--- src/rtl/dep_check_unit.sv ---
// Operand-dependency tracker for the in-order pipeline: produces forwarding selects,
// inserts a single bubble on load-use hazards and registers the EX/DM-stage controls.

module dep_hit #(
  parameter int REG_AW = 5
) (
  input  logic              valid,
  input  logic              writes,
  input  logic [REG_AW-1:0] rd,
  input  logic [REG_AW-1:0] src,
  output logic              hit
);
  // r0 is hard-wired zero, so it never names a producer
  assign hit = valid & writes & (rd == src) & (src != '0);
endmodule

module dep_check_unit #(
  parameter int         REG_AW    = 5,
  parameter int         FWD_DEPTH = 3,
  parameter logic [5:0] OP_LOAD   = 6'b100011,
  parameter logic [5:0] OP_STORE  = 6'b101011,
  localparam int        SEL_W     = $clog2(FWD_DEPTH+1)
) (
  input  logic              clk,
  input  logic              reset,
  input  logic              ins_valid,
  input  logic [31:0]       ins,
  output logic              stall,
  output logic              ex_valid,
  output logic [5:0]        op_ex,
  output logic [15:0]       imm_ex,
  output logic [REG_AW-1:0] rw_ex,
  output logic [SEL_W-1:0]  mux_sel_A,
  output logic [SEL_W-1:0]  mux_sel_B,
  output logic              imm_sel,
  output logic              mem_en_ex,
  output logic              mem_rw_ex,
  output logic [REG_AW-1:0] RW_dm,
  output logic              mem_mux_sel_dm,
  output logic              wb_valid_dm
);

  typedef struct packed {
    logic              valid;
    logic              writes;
    logic [REG_AW-1:0] rd;
    logic              is_load;
  } hist_t;

  logic [5:0]        op;
  logic [REG_AW-1:0] rd, rs1, rs2;
  logic [15:0]       imm;
  logic              is_load, is_store, imm_sel_d, writes, reads_b, issue;
  hist_t             dec;
  hist_t             h [FWD_DEPTH];
  logic [FWD_DEPTH-1:0] hit_a, hit_b;
  logic [SEL_W-1:0]  sel_a, sel_b;

  assign op        = ins[31:26];
  assign rd        = REG_AW'(ins[25:21]);
  assign rs1       = REG_AW'(ins[20:16]);
  assign rs2       = REG_AW'(ins[15:11]);
  assign imm       = ins[15:0];
  assign is_load   = (op == OP_LOAD);
  assign is_store  = (op == OP_STORE);
  assign imm_sel_d = (op[5:3] == 3'b001) | is_load | is_store;
  assign writes    = ~is_store;
  // stores still read rs2 as the data operand even though the ALU takes imm
  assign reads_b   = ~imm_sel_d | is_store;

  always_comb begin
    dec         = '0;
    dec.valid   = 1'b1;
    dec.writes  = writes;
    dec.rd      = rd;
    dec.is_load = is_load;
  end

  for (genvar k = 0; k < FWD_DEPTH; k++) begin : g_hit
    dep_hit #(.REG_AW(REG_AW)) u_hit_a (
      .valid(h[k].valid), .writes(h[k].writes), .rd(h[k].rd), .src(rs1), .hit(hit_a[k])
    );
    dep_hit #(.REG_AW(REG_AW)) u_hit_b (
      .valid(h[k].valid), .writes(h[k].writes), .rd(h[k].rd), .src(rs2), .hit(hit_b[k])
    );
  end

  // scan oldest to youngest so the nearest producer overrides
  always_comb begin
    sel_a = '0;
    sel_b = '0;
    for (int k = FWD_DEPTH-1; k >= 0; k--) begin
      if (hit_a[k])           sel_a = SEL_W'(k+1);
      if (hit_b[k] & reads_b) sel_b = SEL_W'(k+1);
    end
  end

  // a load in EX has no result yet; hold decode one cycle until it reaches DM
  assign stall = ~reset & ins_valid & h[0].valid & h[0].is_load & (h[0].rd != '0) &
                 ((rs1 == h[0].rd) | (reads_b & (rs2 == h[0].rd)));
  assign issue = ins_valid & ~stall;

  always_ff @(posedge clk) begin
    if (reset) begin
      for (int k = 0; k < FWD_DEPTH; k++) h[k] <= '0;
      ex_valid       <= 1'b0;
      op_ex          <= '0;
      imm_ex         <= '0;
      rw_ex          <= '0;
      mux_sel_A      <= '0;
      mux_sel_B      <= '0;
      imm_sel        <= 1'b0;
      mem_en_ex      <= 1'b0;
      mem_rw_ex      <= 1'b0;
      RW_dm          <= '0;
      mem_mux_sel_dm <= 1'b0;
      wb_valid_dm    <= 1'b0;
    end else begin
      for (int k = 1; k < FWD_DEPTH; k++) h[k] <= h[k-1];
      if (issue) begin
        h[0]      <= dec;
        ex_valid  <= 1'b1;
        op_ex     <= op;
        imm_ex    <= imm;
        rw_ex     <= rd;
        mux_sel_A <= sel_a;
        mux_sel_B <= sel_b;
        imm_sel   <= imm_sel_d;
        mem_en_ex <= is_load | is_store;
        mem_rw_ex <= is_store;
      end else begin
        h[0]      <= '0;
        ex_valid  <= 1'b0;
        op_ex     <= '0;
        imm_ex    <= '0;
        rw_ex     <= '0;
        mux_sel_A <= '0;
        mux_sel_B <= '0;
        imm_sel   <= 1'b0;
        mem_en_ex <= 1'b0;
        mem_rw_ex <= 1'b0;
      end
      RW_dm          <= h[1].rd;
      mem_mux_sel_dm <= h[1].valid & h[1].is_load;
      wb_valid_dm    <= h[1].valid & h[1].writes;
    end
  end

endmodule

--- config.mk ---
export PLATFORM = sky130hd
export DESIGN_NAME = dep_check_unit
export DESIGN_NICKNAME = d
export VERILOG_FILES = /design/src/rtl/dep_check_unit.sv
export SDC_FILE = /design/constraint.sdc
export NUM_CORES = 1
export LEC_CHECK = 0
export BUFFER_PORTS_ARGS = -buffer_cell sky130_fd_sc_hd__buf_2
export CAP_MARGIN = 20
export CORE_MARGIN = 4
export CORE_UTILIZATION = 30
export CTS_CLUSTER_SIZE = 40
export DETAILED_ROUTE_END_ITERATION = 8
export GPL_TIMING_DRIVEN = 0
export PLACE_DENSITY = 0.61
export SLEW_MARGIN = 20
export SYNTH_ARGS = -nofsm -noshare
export SYNTH_HDL_FRONTEND = slang
export SYNTH_SLANG_ARGS = --single-unit
--- constraint.sdc ---
create_clock -name clk -period 2.4 [get_ports clk]
set_input_delay 0.12 -clock clk [delete_from_list [all_inputs] [get_ports clk]]
set_output_delay 0.12 -clock clk [all_outputs]
set_load 0.005 [all_outputs]
==> reports/qor.yml <==
regToRegSetupSlack_ns: 0.21
grt_max_degree: 12
reg2reg_depth: 7
crit_required_ns: 2.60
fmax_mhz: 457
timing_worst_setup_path_type: "flop to flop"
finalWirelength_mm: 5.57
clock_sink_count: 65
via_per_inst: 4.12
cts.path.max_buffers: 2
start_util_pct: 31.5
seqPwrFrac_pct: 51.9
ant_nets: 0
yosys.area.top_type_share_pct: 33.8
cts-hold-fix-buffers: 17
ys_types: 30
htreeDepth: 3
gp_congestion: 0.841
die_area_sq_um: 9810
drtPass1Iterations: 4
n_fill_cell: 762
vias: 1793
p_int_mw: 1.80
grt-ovfl-total: 0
core_sq_um: 7890
synth_area_leader_cell: "dfxtp_1"
cp-start-kind: "flop"
die_x_um: 99.1
synth.area.top_cells: "dfxtp_1 34%, edfxtp_1 28%, xnor2_1 9.5%, and2_1 8.0%, nor2b_1 5.5%"
fin_skew_ns: 0.00497
hold_class: "input pin to flop"
ys_ff_latch: 65
powerDensity_nw_per_um2: 677
yosys_warnings: 0
path_clk_slew_ns: 0.07
period_share_pct: 91.1
hold-path-cell-count: 2
syn_avg_cell_area_sq_um: 12.4
dp.cells: 402
setup_viol: 0
drc: 0
clockRootBuffer: "clkbuf_8"
final.setup.tns_ns: 0
crit_chain: "or4_1 > o211ai_2 > o31ai_1 > o21ba_1 > buf_6 > buf_6 > and2_1"
comb_power_share_pct: 9.1
synthTopCellsByCount: "42 x dfxtp_1, 32 x and2_1, 27 x xnor2_1, 23 x edfxtp_1, 22 x nor2b_1"
synthFlopType: "dfxtp_1"
cp_slowest_cell: "or4_1"
synth_edf_count: 23
status: "complete, no violations"
endpoint_kind: "flop"
period_needed_ns: 2.19
synth_most_common_cell: "dfxtp_1"
grt_use_total_pct: 12.1
ctsResizeCount: 0
crit_fanout: 10
antenna_found_initial: 0
rsz0062_at_grt: "false"
layout-drive-gt1-share_pct: 30.3
vdd_drop_max_mv: 0.235
syn2layout_area_growth_pct: 38.8
clock_latency_ns: 0.34
cap_violations: 0
dp.final_hpwl_mm: 4.06
cts_tree: "done"
swShare_pct: 22.8
cts_buffers: 9
finalNonFillerCells: 435
timing.hold.ws_ns: 0.0166
yosysSeqAreaShare_pct: 61.6
nets: 363
grt_pass1_wl_mm: 9.09
avgRoutedWirePerCell_um: 12.8
hold_viol_final: 0
power_switching_mw: 0.533
grt_pass1_vias: 1888
drt-initial-drc-count: 72
ios: 78
power.leakage_nw: 1.50
cp_slowest_stage_delay_ns: 0.58
post_cts_buffers: 0
rows: 32
die_height_um: 99.1
finalMaxSlewViolations: 0
async_reset_ff_share_pct: 0
netlist_area_sq_um: 2490
antenna-diode-count: 0
arrival_ns: 2.39
syn_inst: 201
clockPowerShare_pct: 38.9
port-buffer-count: 77
cp_common_cell: "buf_6"
cell families (layout without fill, tap and decap cells):
group                     Yosys count  after routing  synth area share [%]
AOI/OAI and AO/OA                  10             10                  3.37
xor gates and xnor gates           30             30                  10.6
buffers and inverters               6            116                  2.11
and+or+nand+nor                    89             89                  22.2
other                               1             23                 0.151
DFF                                65             65                  61.6
registers in the layout, summed over array words and instances, names as in the netlist:
| signal | count |
|---|---|
| mux_sel_B | 2 |
| mem_en_ex | 1 |
| wb_valid_dm | 1 |
| ex_valid | 1 |
| op_ex | 6 |
| h | 23 |
| mux_sel_A | 2 |
| imm_ex | 16 |
| imm_sel | 1 |
| RW_dm | 5 |
| mem_rw_ex | 1 |
| rw_ex | 5 |
| mem_mux_sel_dm | 1 |
power by group through the flow:
stage,logic [mW],clock network [mW],registers [mW]
2_1_floorplan,0.103,0,1.24
3_3_place_gp,0.192,0,1.24
3_5_place_dp,0.194,0,1.24
4_1_cts,0.216,0.951,1.21
5_1_grt,0.241,0.997,1.22
6_report,0.213,0.910,1.21
worst max-delay path, delay by kind of cell (launching register included):
family | cells | cell delay, ns
flip-flops | 1 | 0.46
buffers and inverters | 2 | 0.28
AO/OA/AOI/OAI | 3 | 0.58
AND/OR/NAND/NOR | 2 | 0.73
final cells by class:
| class | instances | area, sq um | area share (%) |
|---|---|---|---|
| plain buffers | 6 | 52.6 | 1.52 |
| clock buffers | 12 | 178 | 5.14 |
| clock inverters | 4 | 22.5 | 0.652 |
| multi-input cells | 152 | 986 | 28.6 |
| flip-flops and latches | 65 | 1530 | 44.3 |
| well taps | 102 | 128 | 3.70 |
| repair buffers | 94 | 556 | 16.1 |
cells in the final DEF, fill, tap and decap left out, types with 6 or more instances in the layout:
master / netlist / routed
buf_2: 0 / 77
dfxtp_1: 42 / 42
and2_1: 32 / 32
xnor2_1: 27 / 27
edfxtp_1: 23 / 23
conb_1: 1 / 23
nor2b_1: 22 / 22
dlygate4sd3_1: 0 / 17
clkbuf_8: 0 / 9
nor3_1: 6 / 6
routing by layer:
layer / share of wire [%] / GRT usage (%) / up-vias
li1: - / - / 908
met1: 42 / 13.8 / 813
met2: 49 / 19.9 / 62
met3: 8.4 / 5.31 / 10
met4: 1.5 / 4.62 / 0
met5: 0 / 0 / -
metrics by stage:
step / setup WS, ns / total power, mW / area [sq um] / utilization [%]
2_1_floorplan: 0.443 / 1.34 / 2570 / -
3_3_place_gp: 0.228 / 1.43 / 3080 / 39.1
3_5_place_dp: 0.179 / 1.43 / 3080 / 39.1
4_1_cts: 0.165 / 2.38 / 3450 / 43.8
5_1_grt: 0.0832 / 2.46 / 3450 / 43.8
6_report: 0.213 / 2.34 / 3450 / 43.8
worst paths after layout:
check / start / endpoint
worst max register to register: h[0][2] / h[0][4]
worst max-delay path: h[0][2] / h[0][4]
worst min register to register: h[0][8] / mem_mux_sel_dm
worst min-delay path: ins[23] / rw_ex[2]
No activity file was read; power rests on OpenSTA's default activity.
